`src/rtl/riscv_pkg.sv`:
```
// Shared RV32I core definitions: opcodes, control-word layout, hazard FSM states.
// Imported by hazard_ctrl and other core blocks.
package riscv_pkg;

  localparam logic [6:0] OP_LUI    = 7'b0110111;
  localparam logic [6:0] OP_AUIPC  = 7'b0010111;
  localparam logic [6:0] OP_JAL    = 7'b1101111;
  localparam logic [6:0] OP_JALR   = 7'b1100111;
  localparam logic [6:0] OP_BRANCH = 7'b1100011;
  localparam logic [6:0] OP_LOAD   = 7'b0000011;
  localparam logic [6:0] OP_STORE  = 7'b0100011;
  localparam logic [6:0] OP_IMM    = 7'b0010011;
  localparam logic [6:0] OP_REG    = 7'b0110011;

  // Control-word bit positions driven by the CONTROL decoder
  localparam int unsigned CW_ALUSRC   = 7;
  localparam int unsigned CW_MEMTOREG = 6;
  localparam int unsigned CW_REGWRITE = 5;
  localparam int unsigned CW_MEMREAD  = 4;
  localparam int unsigned CW_MEMWRITE = 3;
  localparam int unsigned CW_BRANCH   = 2;
  localparam int unsigned CW_ALUOP_HI = 1;
  localparam int unsigned CW_ALUOP_LO = 0;
  localparam logic [7:0]  CW_BUBBLE   = 8'b0;

  localparam logic [4:0] REG_ZERO = 5'd0;

  typedef enum logic [1:0] {
    ST_RUN      = 2'd0,
    ST_LU_STALL = 2'd1,
    ST_MEM_WAIT = 2'd2,
    ST_HALT     = 2'd3
  } hazard_state_t;

  // Load in ID/EX writes a register that the instruction in IF/ID reads
  function automatic logic load_use(input logic memread, input logic [4:0] rd,
                                    input logic [4:0] rs1, input logic [4:0] rs2);
    return memread & (rd != REG_ZERO) & ((rd == rs1) | (rd == rs2));
  endfunction

endpackage

```
`src/rtl/sat_cnt32.sv`:
```
// 32-bit event counter that sticks at all-ones instead of wrapping.
module sat_cnt32 (
  input  logic        clk,
  input  logic        rst_n,
  input  logic        i_en,
  output logic [31:0] o_cnt
);

  localparam int unsigned CNT_W = 32;

  logic [CNT_W-1:0] r_cnt;

  always_ff @(posedge clk or negedge rst_n) begin
    if (!rst_n) begin
      r_cnt <= '0;
    end else if (i_en && (r_cnt != '1)) begin
      r_cnt <= r_cnt + CNT_W'(1);
    end
  end

  assign o_cnt = r_cnt;

endmodule

```
`src/rtl/hazard_ctrl.sv`:
```
// Pipeline sequencer: load-use bubbles, branch flushes, data-memory wait and timeout halt.
// Define HAZARD_PERF_EN to build the stall/flush performance counters.
module hazard_ctrl
  import riscv_pkg::*;
#(
  parameter int unsigned LU_STALL_CYCLES = 1,
  parameter int unsigned MEM_TIMEOUT     = 255
) (
  input  logic        clk,
  input  logic        rst_n,
  input  logic        idex_memread,
  input  logic [4:0]  idex_rd,
  input  logic [4:0]  ifid_rs1,
  input  logic [4:0]  ifid_rs2,
  input  logic        ex_branch_taken,
  input  logic        dmem_req,
  input  logic        dmem_ready,
  output logic        ctrl_src,
  output logic        pc_write,
  output logic        ifid_write,
  output logic        ifid_flush,
  output logic        pipe_stall,
  output logic        mem_err,
  output logic [31:0] stall_cnt,
  output logic [31:0] flush_cnt
);

  localparam int unsigned LU_W = 2;
  localparam int unsigned TO_W = 8;

  hazard_state_t   r_state, w_state_nxt;
  hazard_state_t   r_ret_state, w_ret_state_nxt;
  logic [LU_W-1:0] r_lu_cnt, w_lu_cnt_nxt;
  logic [TO_W-1:0] r_to_cnt, w_to_cnt_nxt;
  logic            r_mem_err, w_mem_err_nxt;
  logic            w_ctrl_src, w_pc_write, w_ifid_write, w_ifid_flush, w_pipe_stall;
  logic            w_mem_block, w_lu_hazard;

  assign w_mem_block = dmem_req & ~dmem_ready;
  assign w_lu_hazard = load_use(idex_memread, idex_rd, ifid_rs1, ifid_rs2);

  always_ff @(posedge clk or negedge rst_n) begin
    if (!rst_n) begin
      r_state     <= ST_RUN;
      r_ret_state <= ST_RUN;
      r_lu_cnt    <= '0;
      r_to_cnt    <= '0;
      r_mem_err   <= 1'b0;
    end else begin
      r_state     <= w_state_nxt;
      r_ret_state <= w_ret_state_nxt;
      r_lu_cnt    <= w_lu_cnt_nxt;
      r_to_cnt    <= w_to_cnt_nxt;
      r_mem_err   <= w_mem_err_nxt;
    end
  end

  // Next state and same-cycle pipeline controls
  always_comb begin
    w_state_nxt     = r_state;
    w_ret_state_nxt = r_ret_state;
    w_lu_cnt_nxt    = r_lu_cnt;
    w_to_cnt_nxt    = r_to_cnt;
    w_mem_err_nxt   = r_mem_err;
    w_ctrl_src      = 1'b0;
    w_pc_write      = 1'b1;
    w_ifid_write    = 1'b1;
    w_ifid_flush    = 1'b0;
    w_pipe_stall    = 1'b0;

    case (r_state)
      ST_RUN, ST_LU_STALL: begin
        if (w_mem_block) begin
          w_pipe_stall    = 1'b1;
          w_pc_write      = 1'b0;
          w_ifid_write    = 1'b0;
          w_state_nxt     = ST_MEM_WAIT;
          w_ret_state_nxt = r_state;
          w_to_cnt_nxt    = TO_W'(1);
        end else if (r_state == ST_LU_STALL) begin
          w_pc_write   = 1'b0;
          w_ifid_write = 1'b0;
          w_ctrl_src   = 1'b1;
          if (r_lu_cnt == LU_W'(LU_STALL_CYCLES - 1)) begin
            w_state_nxt  = ST_RUN;
            w_lu_cnt_nxt = '0;
          end else begin
            w_lu_cnt_nxt = r_lu_cnt + LU_W'(1);
          end
        end else if (ex_branch_taken) begin
          w_ifid_flush = 1'b1;
          w_ctrl_src   = 1'b1;
        end else if (w_lu_hazard) begin
          w_pc_write   = 1'b0;
          w_ifid_write = 1'b0;
          w_ctrl_src   = 1'b1;
          if (LU_STALL_CYCLES > 1) begin
            w_state_nxt  = ST_LU_STALL;
            w_lu_cnt_nxt = LU_W'(1);
          end
        end
      end

      ST_MEM_WAIT: begin
        w_pipe_stall = 1'b1;
        w_pc_write   = 1'b0;
        w_ifid_write = 1'b0;
        if (dmem_ready) begin
          w_state_nxt  = r_ret_state;
          w_to_cnt_nxt = '0;
        end else if (r_to_cnt == TO_W'(MEM_TIMEOUT)) begin
          w_state_nxt   = ST_HALT;
          w_mem_err_nxt = 1'b1;
        end else begin
          w_to_cnt_nxt = r_to_cnt + TO_W'(1);
        end
      end

      ST_HALT: begin
        w_pipe_stall = 1'b1;
        w_pc_write   = 1'b0;
        w_ifid_write = 1'b0;
        w_ctrl_src   = 1'b1;
      end

      default: w_state_nxt = ST_RUN;
    endcase
  end

  // Reset overrides the controls asynchronously so the pipe is frozen while rst_n is low
  assign ctrl_src   = ~rst_n | w_ctrl_src;
  assign pipe_stall = ~rst_n | w_pipe_stall;
  assign pc_write   = rst_n & w_pc_write;
  assign ifid_write = rst_n & w_ifid_write;
  assign ifid_flush = rst_n & w_ifid_flush;
  assign mem_err    = r_mem_err;

`ifdef HAZARD_PERF_EN
  sat_cnt32 u_stall_cnt (
    .clk   (clk),
    .rst_n (rst_n),
    .i_en  (~w_pc_write),
    .o_cnt (stall_cnt)
  );

  sat_cnt32 u_flush_cnt (
    .clk   (clk),
    .rst_n (rst_n),
    .i_en  (w_ifid_flush),
    .o_cnt (flush_cnt)
  );
`else
  assign stall_cnt = 32'b0;
  assign flush_cnt = 32'b0;
`endif

endmodule

```
`config.mk`:
```
export PLATFORM = sky130hd
export DESIGN_NAME = hazard_ctrl
export DESIGN_NICKNAME = d
export VERILOG_FILES = /design/src/rtl/riscv_pkg.sv /design/src/rtl/sat_cnt32.sv /design/src/rtl/hazard_ctrl.sv
export SDC_FILE = /design/constraint.sdc
export NUM_CORES = 1
export LEC_CHECK = 0
export CAP_MARGIN = 10
export CELL_PAD_IN_SITES_DETAIL_PLACEMENT = 2
export CELL_PAD_IN_SITES_GLOBAL_PLACEMENT = 2
export CORE_ASPECT_RATIO = 1.25
export CORE_MARGIN = 2
export CORE_UTILIZATION = 19
export DETAILED_ROUTE_END_ITERATION = 10
export MAX_ROUTING_LAYER = met4
export PLACE_DENSITY = 0.87
export SYNTH_ARGS = -nofsm -noshare
export SYNTH_HDL_FRONTEND = slang
export SYNTH_SLANG_ARGS = --single-unit
```
`constraint.sdc`:
```
create_clock -name clk -period 1.9 [get_ports clk]
set_input_delay 0.285 -clock clk [delete_from_list [all_inputs] [get_ports clk]]
set_output_delay 0.285 -clock clk [all_outputs]
set_load 0.005 [all_outputs]
```
==> results of run 1 <==
## cells in the final DEF (no fill, tap or decap), drive strengths merged, types with 2 or more instances in the layout
master	count
dfrtp	15
nand2	6
nor3	3
a21oi	4
nand3	3
mux2	4
o21ai	4
clkdlybuf4s15	2
nand2b	2
o31a	2
inv	2
xor2	12
conb	64
a31oi	4
a22o	2
nor2	14
a21o	2
ha	3
buf	16
dlygate4sd2	6
or3	2
clkbuf	5
dlymetal6s2s	4
clkdlybuf4s50	10
## worst min-delay path: stages
cell and delay [ns]:
dlymetal6s2s_1 0.10, buf_4 0.16, a21oi_1 0.07
## final cells by class
class / instances / area [um^2]
multi-input combinational: 143 / 847
clock buffer: 4 / 45.0
timing repair buffer: 39 / 340
sequential: 15 / 375
fill: 874 / 5580
inverter: 2 / 7.51
tap: 92 / 115
## path summary, 6_finish.rpt
kind	start	endpoint	slack (ns)	cells past startpoint
max	ifid_rs1[4]	pc_write	0.09	6
min	dmem_ready	r_state[1]$_DFFE_PN0P_	0.41	3
max reg2reg	r_to_cnt[0]$_DFFE_PN0P_	r_to_cnt[4]$_DFFE_PN0P_	0.13	6
min reg2reg	mem_err$_DFFE_PN0P_	mem_err$_DFFE_PN0P_	0.46	1
max in group asynchronous	rst_n	r_to_cnt[6]$_DFFE_PN0P_	1.15	3
min in group asynchronous	rst_n	r_to_cnt[0]$_DFFE_PN0P_	0.57	3
## flip-flops by register name (all words and copies together), names as in the netlist
signal       cells
mem_err          1
r_lu_cnt         2
r_ret_state      2
r_to_cnt         8
r_state          2
## power by group
group	internal, uW	switching [uW]	total [uW]
sequential	355	56.7	412
combinational	121	134	255
clock	148	109	258
total	624	300	924
## logic make-up after synthesis
family,Yosys count
mux,4
buf+inv,68
flops,15
xor+xnor,12
other cells,1
simple gates,37
fa+ha+maj,3
compound gates,23
## what timing repair did
item                       4_1_cts  5_1_grt
buffers inserted                 1        0
hold endpoints to repair         0        0
gates resized for setup         26       15
pin swaps                        7        7
setup endpoints to repair        5        9
## per-layer routing
metal / track usage (%) / share of wire, % / vias to the layer above
met5: - / 0 / -
met4: 1.96 / 0.23 / 0
met3: 2.24 / 13 / 2
met2: 17.0 / 55 / 64
met1: 8.13 / 32 / 516
li1: - / - / 498
## through the flow
step	TNS [ns]	power (uW)	setup WS (ns)	std cells	utilization, %
floorplan	0	623	0.245	226	-
global placement	-2.09	642	-0.626	290	22.4
detailed placement	-2.57	659	-0.747	290	22.4
CTS	-0.0751	924	-0.0751	295	23.1
global route	-0.0116	1010	-0.00791	295	23.7
finish	0	924	0.0908	295	23.7
==> metrics.cfg, run 1 <==
[outcome]
outcome=completed

[layout]
postLayoutCellArea_um2=1730
nNetsFinal=228
antenna_cells=0
syn_to_final_growth_pct=21.4
drive_gt1_share_pct=18.2

[clock_tree]
htree_num_levels=1
path_clk_slew_ns=0.06
clk_latency_ns=0.24
cts_inserted_buffers=3
cts-root-buf=clkbuf_8
cts_sinks=15
clock_path_buffers=2
cts_tree=yes
ctsHoldBuffers=0

[critical_path]
cp.arrival_ns=1.52
end_kind=output pin
path_max_fanout=2
cp_cell_sequence=clkdlybuf4s50_1 > xor2_1 > nor3_2 > a22oi_2 > o31a_1 > buf_2
start_kind=primary input
max_stage_delay_ns=0.42
cp.required_ns=1.62
cpMaxStageDelayCell=clkdlybuf4s50_1
critPathTopFamily=buffers and inverters
worstPathBufferInverterCount=2
path_class=in2out

[synth]
synthFlopType=dfrtp_1
ys_types=35
synth_compound_area_share_pct=11.6
synth_edf_count=0
synth_area_per_cell_um2=8.74
seq_area_frac_synth_pct=26.3
yosysWarnings=0
synth_area_um2=1430
synth_fa_ha_area_share_pct=2.63
yosysMostFrequentCell=buf_4
synth_top_family_by_area=buffers and inverters
synthCells=163
ys_top_cells_by_area=buf_4 (34%), dfrtp_1 (26%), xor2_1 (7.4%)
synth_common_cells=buf_4 (65), dfrtp_1 (15), nor2_1 (14), xor2_1 (12), nand2_1 (6)
ys_seq_elements=15
synth_area_leader_cell=buf_4
synthMuxAreaShare_pct=3.42
synth_xor_area_share_pct=7.37
post-synth-top-area-fraction_pct=34.2
yosys.area_share.simple_pct=13.3
synthArstFlopShare_pct=100

[detailed_routing]
wl_per_cell_um=11.6
vias=1080
via_per_inst=3.66
dr.pass1.iters=4
drc=0
drt-initial-drc-count=26
postRouteAntennaNets=0
wirelength_mm=3.43

[timing]
min_period_over_period_pct=95.2
whs_ns=0.410
finalSetupViolCount=0
report.final.slew_viol_count=0
fin_skew_ns=0.00174
fmax_mhz=553
hold_viol=0
min_period_ns=1.81

[power_and_ir_drop]
irDropWorstVdd_mv=0.231
p_leak_uw=0.000879
power_density_nw_per_um2=534

[floorplanning]
initial_core_util_pct=19.5
die_area_um2=8210
die_x_um=81.5
die_h_um=101
num_rows=35
coreArea_um2=7310
io-pin-count=91

[global_routing]
gr-usage-all-layers_pct=8.64
grt_max_degree=16
grt_pass1_vias=1128
grt_pass1_wl_mm=5.31
antenna_found_initial=0
grt.overflow.total=0

[placement]
gp_congestion=0.819
dpl-instance-area_um2=1640
portBuffers=26
hpwl_mm=2.87

[min_path]
holdCritPathClass=in2reg

[run]
drv_cap=0

Note: power is estimated with default switching activity, not from simulation.
==> inputs of run 2 (changes only) <==
Settings changed: CORE_UTILIZATION 19 to 33, DONT_BUFFER_PORTS set to 1, PLACE_DENSITY 0.87 to 0.86.
==> run 2 against run 1 <==
  * Combinational power down 36%
  * Maximum frequency increased by 0.93%
  * Largest power group unchanged
  * Non-clock buffer count fell by 37
  * Die area fell by 41%
  * Critical path depth shrank 1
  * Worst hold slack worse by 0.30 ns
  * Final cell count shrank 25%
  * Largest cell class unchanged
  * Sequential share of layout area rose by 7.1 points
  * Global-route usage grew 3.0 points
  * Via count is 14% lower
  * Total power is 10% lower
  * Critical path type is now reg2reg
==> metrics.cfg, run 2 (same netlist as run 1, synthesis figures left out) <==
[power_and_ir_drop]
p_comb_share_pct=19.8
seq_power_share_pct=49.0
p_leak_uw=0.000662
power_density_nw_per_um2=636
p_sw_share_pct=31.8
p_clk_share_pct=31.2
p_int_uw=565
irDropWorstVdd_mv=0.311
power.switching_uw=263

[layout]
top_register=r_to_cnt
postLayoutCellArea_um2=1300
mostFrequentLayoutCell=conb_1
largest_reg_flops=8
syn_to_final_growth_pct=-8.60
final_util_pct=31.5
nNetsFinal=191
drive_gt1_share_pct=7.23
antenna_cells=0
fillers=491
final_cell_mix=conb_1 (64), dfrtp_1 (15), nor2_1 (14)

[critical_path]
cp.arrival_ns=1.92
cp.required_ns=2.03
path_max_fanout=5
cp_cell_sequence=ha_1 > nand3_1 > or3_4 > a21o_4 > mux2_4
path_class=reg2reg
path_depth=5
endpoint=r_to_cnt[0]$_DFFE_PN0P_
reg2reg_depth=5
crit_path_start=r_to_cnt[0]$_DFFE_PN0P_
start_kind=register
reg2reg_setup_slack_ns=0.11
end_kind=register
max_stage_delay_ns=0.39
worstPathBufferInverterCount=0
reg2reg_to=r_to_cnt[0]$_DFFE_PN0P_
critPathTopFamily=simple AND/OR/NAND/NOR gates
cpMaxStageDelayCell=dfrtp_1
r2r-start=r_to_cnt[0]$_DFFE_PN0P_

[detailed_routing]
vias=925
wl_met3_um=253
via_per_inst=4.17
wl_per_cell_um=12.6
wl_met2_mm=1.51
drc=0
dr.pass1.iters=3
met1_length_um=998
postRouteAntennaNets=0
drt-initial-drc-count=9
dr.max_layer_used=met4
wirelength_mm=2.80

[timing]
min_period_ns=1.79
hold_viol=0
report.final.slew_viol_count=0
setup_tns_ns=0
fmax_mhz=558
relSlewSlack_pct=53.9
min_period_over_period_pct=94.3
fin_skew_ns=0.00422
rsz0062_at_grt=no
finalSetupViolCount=0
tightestPinTransition_ns=0.690

[global_routing]
grt_pass1_vias=941
grt_pass1_wl_mm=4.51
gr-usage-all-layers_pct=11.6
antenna_found_initial=0
grt.overflow.total=0
grt_max_degree=16

[floorplanning]
die_x_um=62.8
coreArea_um2=4130
num_rows=26
io-pin-count=91
die_h_um=77.5
die_area_um2=4860
initial_core_util_pct=34.5

[outcome]
outcome=completed

[clock_tree]
clock_path_buffers=2
htree_num_levels=1
cts_resized=0
path_clk_slew_ns=0.06
cts_inserted_buffers=3
clk_latency_ns=0.25
cts_tree=yes
cts-root-buf=clkbuf_8
cts_sinks=15

[placement]
dpl-instance-area_um2=1250
hpwl_mm=2.30
gp_congestion=0.703
portBuffers=0

[min_path]
holdCritPathClass=in2reg

[run]
drv_cap=0

-- run 2: changes by cell type in the layout (fill, tap and decap cells not counted), moves of 2 or more --
cell             change
nor3_1               +2
clkdlybuf4s15_1      -2
dlymetal6s2s_1       -4
clkdlybuf4s50_1     -10
buf_2                -3
nor3_2               -2
dlygate4sd2_1        -6
buf_4               -12
-- run 2: repair_timing --
item                                    CTS  global route
buffers inserted                          0             0
endpoints found under the hold margin    15             0
endpoints found under the setup margin    0             0
hold buffers                              1             0
-- run 2: layer usage --
layer / global-route usage [%] / up-vias
met2: 20.5 / 53
li1: - / 424
met3: 2.46 / 4
met1: 12.7 / 444
met5: - / -
met4: 4.67 / 0
-- run 2: final cells by class --
cell class / count / area, um^2 / area share, %
clock buffers: 4 / 45.0 / 3.46
inverters: 2 / 7.51 / 0.576
multi-input cells: 143 / 787 / 60.4
flip-flops and latches: 15 / 375 / 28.8
well taps: 56 / 70.1 / 5.38
repair buffers: 2 / 17.5 / 1.34
-- run 2: stage by stage --
stage / std cells / total power [uW] / setup WS (ns) / hold WS, ns
4_1_cts: 222 / 844 / 0.0906 / 0.105
5_1_grt: 222 / 893 / 0.0274 / 0.105
2_1_floorplan: 226 / 623 / 0.245 / -0.0106
3_3_place_gp: 217 / 556 / 0.175 / -0.0100
6_report: 222 / 828 / 0.108 / 0.112
3_5_place_dp: 217 / 566 / 0.127 / -0.0100
-- run 2: worst min-delay path by stage --
stage,from,to,slack [ns],cells after the start
5_1_grt,dmem_ready,r_state[1]$_DFFE_PN0P_,0.11,1
3_3_place_gp,rst_n,r_to_cnt[5]$_DFFE_PN0P_,-0.01,0
3_5_place_dp,rst_n,r_to_cnt[5]$_DFFE_PN0P_,-0.01,0
2_1_floorplan,rst_n,mem_err$_DFFE_PN0P_,-0.01,0
6_report,dmem_ready,r_state[1]$_DFFE_PN0P_,0.11,1
4_1_cts,dmem_ready,r_state[1]$_DFFE_PN0P_,0.10,1
-- run 2: power groups by stage --
stage	Sequential (uW)	Combinational [uW]	Clock, uW
after floorplan	397	226	0
after global placement	409	147	0
after detailed placement	412	153	0
after CTS	407	163	274
after global routing	414	193	286
final	406	164	258
-- run 2: worst register-to-register path, delay by kind of cell (launching register included) --
| kind | cells | cell delay (ns) |
|---|---|---|
| flops | 1 | 0.39 |
| mux | 1 | 0.30 |
| simple gates | 2 | 0.48 |
| fa+ha+maj | 1 | 0.26 |
| compound gates | 1 | 0.25 |
==> inputs of run 3 (changes only) <==
Settings changed: CTS_CLUSTER_DIAMETER set to 120.
==> results of run 3 <==
The final DEF is identical to that of run 2; final timing and power are the same.
